## src/rtl/bpu_update_scheduler_if.sv

```systemverilog
// BHT update scheduler bus: two resolved-branch lanes in, BHT write port out.
// master = branch resolution side, slave = scheduler.
interface bpu_update_scheduler_if #(
  parameter int IDX_W = 8,
  parameter int DEPTH = 4
);
  localparam int CW = $clog2(DEPTH) + 1;

  logic             clear_req;
  logic             upd0_valid;
  logic [IDX_W-1:0] upd0_pc;
  logic             upd0_taken;
  logic             upd0_ready;
  logic             upd1_valid;
  logic [IDX_W-1:0] upd1_pc;
  logic             upd1_taken;
  logic             upd1_ready;
  logic             port_busy;
  logic             bht_we;
  logic [IDX_W-1:0] bht_idx;
  logic             bht_taken;
  logic             bht_clear;
  logic             sweep_busy;
  logic [CW-1:0]    fifo_count;

  modport master (
    output clear_req, port_busy,
    output upd0_valid, upd0_pc, upd0_taken,
    output upd1_valid, upd1_pc, upd1_taken,
    input  upd0_ready, upd1_ready,
    input  bht_we, bht_idx, bht_taken, bht_clear,
    input  sweep_busy, fifo_count
  );

  modport slave (
    input  clear_req, port_busy,
    input  upd0_valid, upd0_pc, upd0_taken,
    input  upd1_valid, upd1_pc, upd1_taken,
    output upd0_ready, upd1_ready,
    output bht_we, bht_idx, bht_taken, bht_clear,
    output sweep_busy, fifo_count
  );
endinterface

```

## src/rtl/bpu_update_scheduler.sv

```systemverilog
// Buffers two lanes of BHT updates, issues one per free port cycle, runs clear sweeps.
// Ports: clk, reset (async high), bus (slave side of bpu_update_scheduler_if).
module bpu_update_scheduler #(
  parameter int IDX_W = 8,
  parameter int DEPTH = 4
) (
  input logic                    clk,
  input logic                    reset,
  bpu_update_scheduler_if.slave  bus
);
  localparam int PW = $clog2(DEPTH);
  localparam int CW = PW + 1;
  localparam logic [IDX_W-1:0] LAST = '1;

  typedef enum logic {RUN, CLEAR} state_t;

  state_t state, state_nx;

  logic [IDX_W-1:0] q_idx [DEPTH];
  logic [DEPTH-1:0] q_tkn;
  logic [PW-1:0]    wr_ptr, wr_ptr1, rd_ptr;
  logic [CW-1:0]    count, room;
  logic             rr, rr_flip;
  logic             rdy0, rdy1;
  logic             acc0, acc1;
  logic             pop, go_clear;
  logic [IDX_W-1:0] sweep_cnt;

  logic             we_q, clr_q, tkn_q, busy_q;
  logic [IDX_W-1:0] idx_q;

  assign room = CW'(DEPTH) - count;

  // rr names the lane that wins a single free slot
  always_comb begin
    state_nx = state;
    rdy0     = 1'b0;
    rdy1     = 1'b0;
    rr_flip  = 1'b0;
    pop      = 1'b0;
    go_clear = 1'b0;
    unique case (state)
      RUN: begin
        if (bus.clear_req) begin
          go_clear = 1'b1;
          state_nx = CLEAR;
        end else begin
          pop = (count != '0) && !bus.port_busy;
          if (room >= CW'(2)) begin
            rdy0 = 1'b1;
            rdy1 = 1'b1;
          end else if (room == CW'(1)) begin
            if (bus.upd0_valid && bus.upd1_valid) begin
              rdy0    = !rr;
              rdy1    = rr;
              rr_flip = 1'b1;
            end else begin
              rdy0 = bus.upd0_valid;
              rdy1 = bus.upd1_valid;
            end
          end
        end
      end
      CLEAR: begin
        if (sweep_cnt == LAST) state_nx = RUN;
      end
    endcase
  end

  assign acc0    = bus.upd0_valid && rdy0;
  assign acc1    = bus.upd1_valid && rdy1;
  // lane 1 lands behind lane 0 when both go in together
  assign wr_ptr1 = wr_ptr + PW'(acc0);

  always_ff @(posedge clk or posedge reset) begin
    if (reset) state <= RUN;
    else       state <= state_nx;
  end

  always_ff @(posedge clk or posedge reset) begin
    if (reset) begin
      wr_ptr <= '0;
      rd_ptr <= '0;
      count  <= '0;
      rr     <= 1'b0;
    end else if (go_clear) begin
      wr_ptr <= '0;
      rd_ptr <= '0;
      count  <= '0;
    end else begin
      wr_ptr <= wr_ptr + PW'(acc0) + PW'(acc1);
      rd_ptr <= rd_ptr + PW'(pop);
      count  <= count + CW'(acc0) + CW'(acc1) - CW'(pop);
      if (rr_flip) rr <= !rr;
    end
  end

  always_ff @(posedge clk) begin
    if (acc0) begin
      q_idx[wr_ptr] <= bus.upd0_pc;
      q_tkn[wr_ptr] <= bus.upd0_taken;
    end
    if (acc1) begin
      q_idx[wr_ptr1] <= bus.upd1_pc;
      q_tkn[wr_ptr1] <= bus.upd1_taken;
    end
  end

  always_ff @(posedge clk or posedge reset) begin
    if (reset) begin
      we_q      <= 1'b0;
      clr_q     <= 1'b0;
      tkn_q     <= 1'b0;
      idx_q     <= '0;
      busy_q    <= 1'b0;
      sweep_cnt <= '0;
    end else begin
      unique case (state)
        RUN: begin
          clr_q <= 1'b0;
          if (go_clear) begin
            we_q      <= 1'b0;
            busy_q    <= 1'b1;
            sweep_cnt <= '0;
          end else if (pop) begin
            we_q  <= 1'b1;
            idx_q <= q_idx[rd_ptr];
            tkn_q <= q_tkn[rd_ptr];
          end else begin
            we_q <= 1'b0;
          end
        end
        CLEAR: begin
          we_q      <= 1'b1;
          clr_q     <= 1'b1;
          idx_q     <= sweep_cnt;
          sweep_cnt <= sweep_cnt + 1'b1;
          if (sweep_cnt == LAST) busy_q <= 1'b0;
        end
      endcase
    end
  end

  // readies are combinational, so force them low while reset is held
  assign bus.upd0_ready = rdy0 && !reset;
  assign bus.upd1_ready = rdy1 && !reset;
  assign bus.bht_we     = we_q;
  assign bus.bht_idx    = idx_q;
  assign bus.bht_taken  = tkn_q;
  assign bus.bht_clear  = clr_q;
  assign bus.sweep_busy = busy_q;
  assign bus.fifo_count = count;
endmodule

```

## src/flat_wrapper.sv

```systemverilog
// flat-port wrapper written by rule: the top's interface ports become plain ports
module bpu_update_scheduler_flat 
#(
  parameter int IDX_W = 8,
  parameter int DEPTH = 4
)
  (clk, reset, bus_clear_req, bus_port_busy, bus_upd0_valid, bus_upd0_pc, bus_upd0_taken, bus_upd1_valid, bus_upd1_pc, bus_upd1_taken, bus_upd0_ready, bus_upd1_ready, bus_bht_we, bus_bht_idx, bus_bht_taken, bus_bht_clear, bus_sweep_busy, bus_fifo_count);
  bpu_update_scheduler_if #(.IDX_W(IDX_W), .DEPTH(DEPTH)) bus_i ();
  input logic clk;
  input logic reset;
  input wire logic [$bits(bus_i.clear_req)-1:0] bus_clear_req;
  input wire logic [$bits(bus_i.port_busy)-1:0] bus_port_busy;
  input wire logic [$bits(bus_i.upd0_valid)-1:0] bus_upd0_valid;
  input wire logic [$bits(bus_i.upd0_pc)-1:0] bus_upd0_pc;
  input wire logic [$bits(bus_i.upd0_taken)-1:0] bus_upd0_taken;
  input wire logic [$bits(bus_i.upd1_valid)-1:0] bus_upd1_valid;
  input wire logic [$bits(bus_i.upd1_pc)-1:0] bus_upd1_pc;
  input wire logic [$bits(bus_i.upd1_taken)-1:0] bus_upd1_taken;
  output wire logic [$bits(bus_i.upd0_ready)-1:0] bus_upd0_ready;
  output wire logic [$bits(bus_i.upd1_ready)-1:0] bus_upd1_ready;
  output wire logic [$bits(bus_i.bht_we)-1:0] bus_bht_we;
  output wire logic [$bits(bus_i.bht_idx)-1:0] bus_bht_idx;
  output wire logic [$bits(bus_i.bht_taken)-1:0] bus_bht_taken;
  output wire logic [$bits(bus_i.bht_clear)-1:0] bus_bht_clear;
  output wire logic [$bits(bus_i.sweep_busy)-1:0] bus_sweep_busy;
  output wire logic [$bits(bus_i.fifo_count)-1:0] bus_fifo_count;
  assign bus_i.clear_req = bus_clear_req;
  assign bus_i.port_busy = bus_port_busy;
  assign bus_i.upd0_valid = bus_upd0_valid;
  assign bus_i.upd0_pc = bus_upd0_pc;
  assign bus_i.upd0_taken = bus_upd0_taken;
  assign bus_i.upd1_valid = bus_upd1_valid;
  assign bus_i.upd1_pc = bus_upd1_pc;
  assign bus_i.upd1_taken = bus_upd1_taken;
  assign bus_upd0_ready = bus_i.upd0_ready;
  assign bus_upd1_ready = bus_i.upd1_ready;
  assign bus_bht_we = bus_i.bht_we;
  assign bus_bht_idx = bus_i.bht_idx;
  assign bus_bht_taken = bus_i.bht_taken;
  assign bus_bht_clear = bus_i.bht_clear;
  assign bus_sweep_busy = bus_i.sweep_busy;
  assign bus_fifo_count = bus_i.fifo_count;
  bpu_update_scheduler #(.IDX_W(IDX_W), .DEPTH(DEPTH)) u_core (.clk(clk), .reset(reset), .bus(bus_i));
endmodule
```

## config.mk

```make
export PLATFORM = sky130hd
export DESIGN_NAME = bpu_update_scheduler_flat
export DESIGN_NICKNAME = d
export VERILOG_FILES = /design/src/rtl/bpu_update_scheduler_if.sv /design/src/rtl/bpu_update_scheduler.sv /design/src/flat_wrapper.sv
export SDC_FILE = /design/constraint.sdc
export NUM_CORES = 1
export LEC_CHECK = 0
export CORE_UTILIZATION = 57
export CTS_CLUSTER_DIAMETER = 200
export DETAILED_ROUTE_END_ITERATION = 8
export DONT_BUFFER_PORTS = 1
export PLACE_DENSITY_LB_ADDON = 0.08
export SLEW_MARGIN = 25
export SYNTH_ARGS = -nofsm -noshare
export SYNTH_HDL_FRONTEND = slang
export SYNTH_SLANG_ARGS = --single-unit
```

## constraint.sdc

```tcl
create_clock -name clk -period 3.72 [get_ports clk]
set_input_delay 0.744 -clock clk [delete_from_list [all_inputs] [get_ports clk]]
set_output_delay 0.744 -clock clk [all_outputs]
set_load 0.02 [all_outputs]
```

==> out/results.tsv, run 1 <==
metric	value	unit
tritoncts	yes	
maximum_fanout_along_the_worst_path	10	
largest_family_of_logic_cells_by_synthesized_area	multiplexers	
cts_num_sinks	65	
worst_setup_hold_path_clk_slew	0.07	ns
run_status	complete, no violations	
drt_drc_violations_left	0	
seq_area_frac_synth	52.9	%
final-hold-violation-count	0	
setup.worst_path.start	u_core.bus.fifo_count[0]	
crit_required	3.77	ns
drtAntennaViolNets	0	
filler_cell_count	434	
fin_ws	0.142	ns
drt_pass1_iterations	4	
drt-initial-drc-count	136	
timing.fmax	280	MHz
die_area	0.00617	sq mm
p_leak	0.00139	uW
area.growth.synth_to_final	10.7	%
detail_route.wl_per_cell	19.8	um
clk_root_buffer_cell	sky130_fd_sc_hd__clkbuf_8	
post_synth.cell_area_avg	12.6	sq um
worstHoldPathType	primary input to async pin	
synth_warnings	0	
adder_cell_fraction_of_synth_area	4.57	%
start_util	60.0	%
globalRouteOverflowTotal	0	
synth_simple_gate_area_share	12.7	%
floorplan.die.height	78.6	um
most_frequent_cells_in_the_layout	sky130_fd_sc_hd__mux2_2 (33), sky130_fd_sc_hd__edfxtp_1 (32), sky130_fd_sc_hd__dfrtp_1 (29)	
mostFrequentLayoutCell	sky130_fd_sc_hd__mux2_2	
setup.worst_path.end_class	flip-flop	
global_route_wire_length_before_repair	11.3	mm
clock_insertion_delay_worst_skew	0.35	ns
max_rail_drop_vdd	0.000402	V
r2r-start	u_core.bus.fifo_count[0]	
timing.final.crit_share	96.2	%
slew_violations	0	
postLayoutCoreUtil	66.4	%
totalWireLength	7.00	mm
worst-slew-pin-transition	0.720	ns
detail_route.vias_per_cell	6.03	
rows	27	
grt_pass1_vias	2173	
maxSlewHeadroom	51.7	%
rsz_0062_raised_after_global_routing	false	
startpoint_type	flip-flop	
post_synth_xor_area_fraction	2.10	%
cts_made_buffers	9	
net_count_reported_at_finish	312	
synth_compound_area_share	7.34	%
routabilityCongestion	0.838	
post_synth_instance_area	0.00334	sq mm
ctsHoldBuffers	0	
ctsLongestPathBuffers	2	
yosys_register_bits	65	
track_usage	25.3	%
floorplan.core_area	0.00557	sq mm
final_layout_size_suffix_gt1_share	29.4	%
finalClockSkew	0.00626	ns
place_hpwl	4.84	mm
num_antenna_cells	0	
setup.worst_path.class	flip-flop to flip-flop	
synthesized_netlist_cell_count	266	
power.density	658	mW/mm^2
die_width	78.6	um
top_level_ports	41	
final_period_minus_worst_setup_slack	3.58	ns
preCtsSetupSlack	0.101	ns
critical_path_arrival	3.63	ns
detailroute.via_count	2136	
setup_viol	0	
antenna_found_initial	0	
pin_count_of_the_biggest_net_entering_global_routing	30	
max_cap_viol_count	0	
netlist-cell-type-count	41	
synth_nets	301	
tns	0	ns
port_buffers	0	
htreeDepth	3	
muxShareOfSynthArea	17.2	%
## through the flow
stage / std cells / hold slack [ns] / power, uW / area, sq um
2_1_floorplan: 266 / 0.374 / 1560 / 3340
3_3_place_gp: 338 / 0.468 / 1750 / 3450
3_5_place_dp: 338 / 0.479 / 1770 / 3450
4_1_cts: 354 / 0.350 / 2430 / 3670
5_1_grt: 354 / 0.369 / 2580 / 3700
6_report: 354 / 0.347 / 2430 / 3700
## layer usage
metal  global-route usage, %  vias up  wire, um  part of all wire, %
met5                       0        -         0                    0
li1                        -     1007         -                    -
met3                    6.40        9       411                  5.9
met1                    36.8     1058      3210                   46
met2                    36.6       62      3280                   47
met4                    9.44        0        96                  1.4
## synth_stat cells
| library cell | n | area [sq um] |
|---|---|---|
| sky130_fd_sc_hd__a21o_1 | 1 | 7.51 |
| sky130_fd_sc_hd__a21oi_1 | 16 | 80.1 |
| sky130_fd_sc_hd__a22o_1 | 2 | 17.5 |
| sky130_fd_sc_hd__a31o_2 | 1 | 8.76 |
| sky130_fd_sc_hd__a31oi_1 | 6 | 37.5 |
| sky130_fd_sc_hd__and2_1 | 3 | 18.8 |
| sky130_fd_sc_hd__and3_1 | 2 | 12.5 |
| sky130_fd_sc_hd__buf_1 | 2 | 7.51 |
| sky130_fd_sc_hd__buf_2 | 1 | 5.00 |
| sky130_fd_sc_hd__buf_4 | 2 | 15.0 |
| sky130_fd_sc_hd__buf_6 | 3 | 33.8 |
| sky130_fd_sc_hd__clkbuf_1 | 5 | 18.8 |
| sky130_fd_sc_hd__dfrtp_1 | 29 | 726 |
| sky130_fd_sc_hd__dfxtp_1 | 4 | 80.1 |
| sky130_fd_sc_hd__edfxtp_1 | 32 | 961 |
| sky130_fd_sc_hd__fa_1 | 2 | 40.0 |
| sky130_fd_sc_hd__ha_1 | 9 | 113 |
| sky130_fd_sc_hd__inv_1 | 8 | 30.0 |
| sky130_fd_sc_hd__mux2_2 | 33 | 372 |
| sky130_fd_sc_hd__mux4_2 | 9 | 203 |
| sky130_fd_sc_hd__nand2_1 | 18 | 67.6 |
| sky130_fd_sc_hd__nand2b_1 | 3 | 18.8 |
| sky130_fd_sc_hd__nand3_1 | 4 | 20.0 |
| sky130_fd_sc_hd__nand3b_1 | 1 | 7.51 |
| sky130_fd_sc_hd__nand4_1 | 7 | 43.8 |
| sky130_fd_sc_hd__nand4b_1 | 1 | 8.76 |
| sky130_fd_sc_hd__nor2_1 | 8 | 30.0 |
| sky130_fd_sc_hd__nor2b_1 | 9 | 56.3 |
| sky130_fd_sc_hd__nor3_1 | 9 | 45.0 |
| sky130_fd_sc_hd__nor4b_1 | 1 | 8.76 |
| sky130_fd_sc_hd__o211ai_1 | 2 | 15.0 |
| sky130_fd_sc_hd__o21ai_0 | 8 | 40.0 |
| sky130_fd_sc_hd__o31ai_1 | 4 | 30.0 |
| sky130_fd_sc_hd__o41ai_1 | 1 | 8.76 |
| sky130_fd_sc_hd__or2_1 | 2 | 12.5 |
| sky130_fd_sc_hd__or2_2 | 4 | 25.0 |
| sky130_fd_sc_hd__or3_1 | 3 | 18.8 |
| sky130_fd_sc_hd__or3b_2 | 2 | 17.5 |
| sky130_fd_sc_hd__or3b_4 | 1 | 11.3 |
| sky130_fd_sc_hd__xnor2_1 | 5 | 43.8 |
| sky130_fd_sc_hd__xor2_1 | 3 | 26.3 |
## worst max-delay path, cell delays in order (launching register included)
cell and delay (ns):
sky130_fd_sc_hd__dfrtp_1 0.36, sky130_fd_sc_hd__inv_1 0.09, sky130_fd_sc_hd__ha_1 0.21, sky130_fd_sc_hd__ha_1 0.26, sky130_fd_sc_hd__or3b_2 0.48, sky130_fd_sc_hd__a31o_2 0.27, sky130_fd_sc_hd__and3_1 0.23, sky130_fd_sc_hd__ha_4 0.17
sky130_fd_sc_hd__xor2_1 0.18, sky130_fd_sc_hd__buf_4 0.15, sky130_fd_sc_hd__nand4_1 0.12, sky130_fd_sc_hd__or2_2 0.43, sky130_fd_sc_hd__o21ai_0 0.12, sky130_fd_sc_hd__buf_4 0.22
## state kept, by name (all words and copies together), names as in the netlist
name and cells:
u_core.bus.bht_idx 8, u_core.bus.bht_we 1, u_core.wr_ptr 2, u_core.bus.bht_clear 1
u_core.rd_ptr 2, u_core.bus.bht_taken 1, u_core.rr 1, u_core.state 1
u_core.q_tkn 4, u_core.bus.fifo_count 3, u_core.bus.sweep_busy 1, u_core.sweep_cnt 8
u_core.q_idx 32
## what timing repair did
| action | in CTS | in global routing |
|---|---|---|
| resized for setup | 0 | 3 |
| endpoints found under the setup margin | 0 | 29 |
| endpoints found under the hold margin | 0 | 0 |
| setup buffers | 0 | 0 |
## report_power, final
group	total, uW	internal (uW)	switching (uW)
clock network	669	377	292
logic	644	318	326
registers	1120	891	229
total	2430	1590	847
## cell type report
type,count,area (sq um),area share [%]
inverter,8,30.0,0.812
sequential,65,1770,47.8
timing repair buffer,13,97.6,2.64
multi-input combinational,180,1500,40.4
clock inverter,7,95.1,2.57
clock buffer,9,124,3.35
tap,72,90.1,2.44
## cell families (layout without fill, tap and decap cells)
family / Yosys count / count (layout)
adders and majority gates: 11 / 11
muxes: 42 / 42
DFF: 65 / 65
AOI/OAI and AO/OA: 41 / 41
and+or+nand+nor: 78 / 78
buffers and inverters: 21 / 37
xor gates and xnor gates: 8 / 8
## worst paths after layout
check | slack [ns] | endpoint | depth (start not counted)
worst min register to register | 0.49 | u_core.rr | 1
worst max-delay path | 0.14 | u_core.q_idx[3][6] | 13
worst min-delay path | 0.35 | u_core.rr | 2
min in group clk | 0.49 | u_core.rr | 1
worst max register to register | 0.14 | u_core.q_idx[3][6] | 13
max in group asynchronous | 3.10 | u_core.bus.bht_idx[7] | 2
No activity file was read; power rests on OpenSTA's default activity.
==> inputs of run 2 (changes only) <==
GPL_TIMING_DRIVEN = 0   (was not set)
==> out/results.tsv, run 2 (synthesis gave the netlist of run 1 again) <==
metric	value	unit	change
run_status	complete, no violations		unchanged
cts_num_sinks	65		unchanged
crit_slowest_cell	sky130_fd_sc_hd__dfrtp_2		was sky130_fd_sc_hd__or3b_2
cts_made_buffers	9		unchanged
die_width	78.6	um	unchanged
final_layout_size_suffix_gt1_share	27.8	%	was 29.4%
max_rail_drop_vdd	0.000407	V	was 0.000402 V
slew_violations	0		unchanged
detail_route.wl_per_cell	19.3	um	was 19.8 um
drt-initial-drc-count	114		was 136
rsz_0062_raised_after_global_routing	false		unchanged
power.density	619	mW/mm^2	was 658 mW/mm^2
final_period_minus_worst_setup_slack	3.57	ns	was 3.58 ns
multi_input_comb_area	0.00152	sq mm	was 0.00150 sq mm
max_cap_viol_count	0		unchanged
p_total	2260	uW	was 2430 uW
layout_cell_area_excl_fill	0.00365	sq mm	was 0.00370 sq mm
timing.fmax	280	MHz	about the same
place_hpwl	4.67	mm	was 4.84 mm
maxSlewHeadroom	39.2	%	was 51.7%
clk_root_buffer_cell	sky130_fd_sc_hd__clkbuf_8		unchanged
instance_area_at_placement	0.00344	sq mm	was 0.00345 sq mm
totalWireLength	6.81	mm	was 7.00 mm
critPathMaxStageDelay	0.48	ns	about the same
most_frequent_cells_in_the_layout	sky130_fd_sc_hd__mux2_2 (33), sky130_fd_sc_hd__edfxtp_1 (32), sky130_fd_sc_hd__dfrtp_1 (27)		was sky130_fd_sc_hd__mux2_2 (33), sky130_fd_sc_hd__edfxtp_1 (32), sky130_fd_sc_hd__dfrtp_1 (29)
final-seq-area	0.00177	sq mm	about the same
r2r_cells	12		was 13
clock_insertion_delay_worst_skew	0.34	ns	was 0.35 ns
startpoint_type	flip-flop		unchanged
top_level_ports	41		unchanged
fin_cells	353		was 354
cts.repair_timing.setup_buffer_count	0		unchanged
timing.final.crit_share	96.0	%	was 96.2%
htreeDepth	3		unchanged
post-place-cells	338		unchanged
maximum_fanout_along_the_worst_path	10		unchanged
drt_pass1_iterations	4		unchanged
hold-worst-slack	0.358	ns	was 0.347 ns
port_buffers	0		unchanged
tritoncts	yes		unchanged
final-hold-violation-count	0		unchanged
setup.worst_path.end_class	flip-flop		unchanged
critical_path.most_common_cell	sky130_fd_sc_hd__ha_1		
rows	27		unchanged
start_util	60.0	%	unchanged
filler_cell_count	429		was 434
floorplan.core_area	0.00557	sq mm	unchanged
worstHoldPathType	primary input to async pin		unchanged
grt_pass1_vias	2272		was 2173
floorplan.die.height	78.6	um	unchanged
routabilityCongestion	0.807		was 0.838
antenna_found_initial	0		unchanged
track_usage	24.9	%	was 25.3%
crit_required	3.81	ns	was 3.77 ns
global_route_wire_length_before_repair	11.3	mm	about the same
detailroute.via_count	2178		was 2136
finalClockSkew	0.00869	ns	was 0.00626 ns
drtAntennaViolNets	0		unchanged
tns	0	ns	unchanged
area.growth.synth_to_final	9.10	%	was 10.7%
setup_viol	0		unchanged
critical_path_arrival	3.66	ns	was 3.63 ns
net_count_reported_at_finish	312		unchanged
worst-slew-pin-transition	0.905	ns	was 0.720 ns
p_leak	0.00133	uW	was 0.00139 uW
detail_route.vias_per_cell	6.17		was 6.03
mostFrequentLayoutCell	sky130_fd_sc_hd__mux2_2		unchanged
critical_path_cell_by_cell	inv_1 -> ha_1 -> ha_1 -> or3b_4 -> a31o_4 -> and3_1 -> ha_2 -> xor2_2 -> or3_1 -> or2_1 -> buf_6 -> mux2_2		was inv_1 -> ha_1 -> ha_1 -> or3b_2 -> a31o_2 -> and3_1 -> ha_4 -> xor2_1 -> buf_4 -> nand4_1 -> or2_2 -> o21ai_0 -> buf_4
pin_count_of_the_biggest_net_entering_global_routing	30		unchanged
setup.worst_path.class	flip-flop to flip-flop		unchanged
worst_setup_hold_path_clk_slew	0.07	ns	about the same
num_antenna_cells	0		unchanged
globalRouteOverflowTotal	0		unchanged
max_flop_register	u_core.q_idx		unchanged
ctsLongestPathBuffers	2		unchanged
drt_drc_violations_left	0		unchanged
die_area	0.00617	sq mm	unchanged
largest_register_ff_count	32		unchanged
run 2: changes by cell type in the layout (fill, tap and decap cells not counted), sizes merged:
| cell | delta |
|---|---|
| buf | -5 |
| bufinv | -2 |
| clkbuf | +7 |
| clkinv | -2 |
| clkinvlp | +1 |
run 2: timing repair:
action / CTS / global route
hold buffers: 0 / 0
gates cloned: 0 / 0
resized for setup: 10 / 2
pin swaps: 0 / 0
endpoints found under the setup margin: 64 / 64
run 2: per-stage QoR:
step / utilization (%) / setup slack [ns]
floorplan: - / 0.0360
global placement: 61.6 / -0.449
detailed placement: 61.7 / -0.406
finish: 65.4 / 0.149
CTS: 65.2 / 0.0267
global route: 65.4 / 0.0143
run 2: per-layer routing:
metal  global-route usage (%)  part of all wire (%)  up-vias
met5                        0                     0        -
met4                     12.0                   1.8        0
met3                     5.00                   4.5       10
met2                     39.2                    48       63
met1                     32.9                    45     1097
li1                         -                     -     1008
run 2: path summary, 6_finish.rpt:
check | slack, ns | to | startpoint
worst min register to register | 0.40 | u_core.bus.bht_clear | u_core.state
max in group asynchronous | 2.92 | u_core.bus.fifo_count[1] | reset
worst max register to register | 0.15 | u_core.q_idx[0][3] | u_core.bus.fifo_count[1]
min in group clk | 0.40 | u_core.bus.bht_clear | u_core.state
worst min-delay path | 0.36 | u_core.rr | reset
worst max-delay path | 0.15 | u_core.q_idx[0][3] | u_core.bus.fifo_count[1]
run 2: final cells by class:
type                            count  share of cell area [%]
Buffer                             13                    2.20
Clock buffer                       11                    3.60
Clock inverter                      4                   0.583
Inverter                            8                   0.824
Multi-Input combinational cell    180                    41.8
Sequential cell                    65                    48.5
Tap cell                           72                    2.47
run 2: power breakdown:
group	internal, uW	total [uW]	switching, uW
logic	291	648	357
clock network	234	497	264
registers	894	1110	218
total	1420	2260	839
run 2: worst max-delay path, delay by kind of cell, from the launching register on:
| family | cells | cell delay (ns) |
|---|---|---|
| buffers and inverters | 2 | 0.27 |
| AND/OR/NAND/NOR | 4 | 1.18 |
| flip-flops | 1 | 0.48 |
| XOR/XNOR | 1 | 0.19 |
| multiplexers | 1 | 0.28 |
| AO/OA/AOI/OAI | 1 | 0.25 |
| adder cells (fa/ha/maj) | 3 | 0.67 |
==> inputs of run 3 (changes only) <==
--- a/constraint.sdc
+++ b/constraint.sdc
@@ -3,2 +3,2 @@
 set_output_delay 0.744 -clock clk [all_outputs]
-set_load 0.02 [all_outputs]
+set_load 0.005 [all_outputs]
==> out/results.tsv, run 3 (synthesis gave the netlist of run 1 again) <==
metric	value	unit	change
run_status	complete, no violations		unchanged
globalRouteOverflowTotal	0		unchanged
cts.repair_timing.setup_buffer_count	0		unchanged
critical_path.most_common_cell	sky130_fd_sc_hd__ha_1		unchanged
drt_drc_violations_left	0		unchanged
max_rail_drop_vdd	0.000406	V	was 0.000407 V
r2r-start	u_core.bus.fifo_count[0]		was u_core.bus.fifo_count[1]
detailroute.via_count	2199		was 2178
track_usage	24.9	%	about the same
filler_cell_count	428		was 429
global_route_wire_length_before_repair	11.3	mm	about the same
num_antenna_cells	0		unchanged
drtAntennaViolNets	0		unchanged
hold-worst-slack	0.357	ns	was 0.358 ns
setup.worst_path.start	u_core.bus.fifo_count[0]		was u_core.bus.fifo_count[1]
crit_slowest_cell	sky130_fd_sc_hd__or3b_4		was sky130_fd_sc_hd__dfrtp_2
detail_route.vias_per_cell	6.23		was 6.17
worst-slew-pin-transition	0.895	ns	was 0.905 ns
clock_insertion_delay_worst_skew	0.34	ns	about the same
routabilityCongestion	0.807		unchanged
clk_root_buffer_cell	sky130_fd_sc_hd__clkbuf_8		unchanged
pin_count_of_the_biggest_net_entering_global_routing	30		unchanged
startpoint_type	flip-flop		unchanged
net_count_reported_at_finish	312		unchanged
timing.fmax	284	MHz	was 280 MHz
critical_path_cell_by_cell	inv_1 -> ha_1 -> ha_1 -> or3b_4 -> a31o_4 -> and3_1 -> ha_2 -> xor2_2 -> or3_1 -> or2_1 -> buf_6 -> mux2_2		unchanged
timing.final.crit_share	94.6	%	was 96.0%
finalClockSkew	0.00776	ns	was 0.00869 ns
mostFrequentLayoutCell	sky130_fd_sc_hd__mux2_2		unchanged
worst_setup_hold_path_clk_slew	0.07	ns	about the same
most_frequent_cells_in_the_layout	sky130_fd_sc_hd__mux2_2 (33), sky130_fd_sc_hd__edfxtp_1 (32), sky130_fd_sc_hd__dfrtp_1 (28)		was sky130_fd_sc_hd__mux2_2 (33), sky130_fd_sc_hd__edfxtp_1 (32), sky130_fd_sc_hd__dfrtp_1 (27)
p_leak	0.00133	uW	about the same
cts_made_buffers	9		unchanged
max_flop_register	u_core.q_idx		unchanged
final_layout_size_suffix_gt1_share	27.4	%	was 27.8%
place_hpwl	4.67	mm	unchanged
port_buffers	0		unchanged
maxSlewHeadroom	39.9	%	was 39.2%
crit_required	3.81	ns	about the same
rows	27		unchanged
instance_area_at_placement	0.00344	sq mm	unchanged
cts_num_sinks	65		unchanged
die_area	0.00617	sq mm	unchanged
slew_violations	0		unchanged
worstHoldPathType	primary input to async pin		unchanged
floorplan.core_area	0.00557	sq mm	unchanged
maximum_fanout_along_the_worst_path	10		unchanged
top_level_ports	41		unchanged
setup_viol	0		unchanged
setup.worst_path.end_class	flip-flop		unchanged
power.density	598	mW/mm^2	was 619 mW/mm^2
drt-initial-drc-count	106		was 114
setup.worst_path.class	flip-flop to flip-flop		unchanged
ctsLongestPathBuffers	2		unchanged
antenna_found_initial	0		unchanged
final_period_minus_worst_setup_slack	3.52	ns	was 3.57 ns
critPathMaxStageDelay	0.41	ns	was 0.48 ns
floorplan.die.height	78.6	um	unchanged
drt_pass1_iterations	4		unchanged
area.growth.synth_to_final	9.06	%	was 9.10%
grt_pass1_vias	2275		was 2272
critical_path_arrival	3.61	ns	was 3.66 ns
htreeDepth	3		unchanged
detail_route.wl_per_cell	19.3	um	about the same
die_width	78.6	um	unchanged
start_util	60.0	%	unchanged
rsz_0062_raised_after_global_routing	false		unchanged
largest_register_ff_count	32		unchanged
totalWireLength	6.80	mm	was 6.81 mm
max_cap_viol_count	0		unchanged
layout_cell_area_excl_fill	0.00364	sq mm	was 0.00365 sq mm
tritoncts	yes		unchanged
final-hold-violation-count	0		unchanged
run 3: cell count changes in the layout (fill, tap and decap cells not counted):
cell                      before  now
sky130_fd_sc_hd__dfrtp_1      27   28
sky130_fd_sc_hd__dfrtp_2       2    1
run 3: final timing paths:
kind / end / slack, ns / cells after the start
min in group clk: u_core.bus.bht_clear / 0.40 / 0
hold / removal: u_core.rr / 0.36 / 1
setup reg to reg: u_core.q_idx[0][3] / 0.20 / 12
hold reg to reg: u_core.bus.bht_clear / 0.40 / 0
max in group asynchronous: u_core.bus.fifo_count[1] / 2.92 / 1
setup / recovery: u_core.q_idx[0][3] / 0.20 / 12
run 3: stage by stage:
stage	worst slack [ns]	utilization (%)	power [uW]	setup TNS, ns	cells
2_1_floorplan	0.166	-	1480	0	266
3_3_place_gp	-0.325	61.6	1620	-6.88	338
3_5_place_dp	-0.282	61.7	1650	-5.08	338
4_1_cts	0.000382	65.0	2150	0	353
5_1_grt	0.0814	65.4	2310	0	353
6_report	0.201	65.4	2180	0	353
run 3: area by class of cell:
class | instances | area [sq um] | share of cell area [%]
sequential | 65 | 1770 | 48.5
multi-input combinational | 180 | 1520 | 41.8
clock buffer | 11 | 131 | 3.60
tap | 72 | 90.1 | 2.47
buffer | 13 | 80.1 | 2.20
inverter | 8 | 30.0 | 0.824
clock inverter | 4 | 21.3 | 0.584
run 3: what timing repair did:
item	CTS	global route
endpoints found under the hold margin	0	0
gates resized for setup	6	4
endpoints found under the setup margin	32	64
hold buffers	0	0
run 3: per-layer routing:
layer | routed length, um | share of wire (%) | vias to the layer above | track usage (%)
met3 | 300 | 4.4 | 10 | 5.00
met4 | 123 | 1.8 | 0 | 12.0
met5 | 0 | 0 | - | 0
met1 | 3060 | 45 | 1120 | 32.8
li1 | - | - | 1009 | -
met2 | 3310 | 49 | 60 | 39.2
run 3: power by group:
part,switching [uW],internal [uW],leakage (uW)
clock,262,234,0.0000766
combinational,357,291,0.000596
sequential,141,894,0.000661
run 3: worst max-delay path: cells and delay by family, from the launching register on:
kind / cells / cell delay (ns)
AO/OA/AOI/OAI: 1 / 0.25
XOR/XNOR: 1 / 0.19
adder cells (fa/ha/maj): 3 / 0.70
buffers and inverters: 2 / 0.27
flip-flops: 1 / 0.40
multiplexers: 1 / 0.28
AND/OR/NAND/NOR: 4 / 1.18
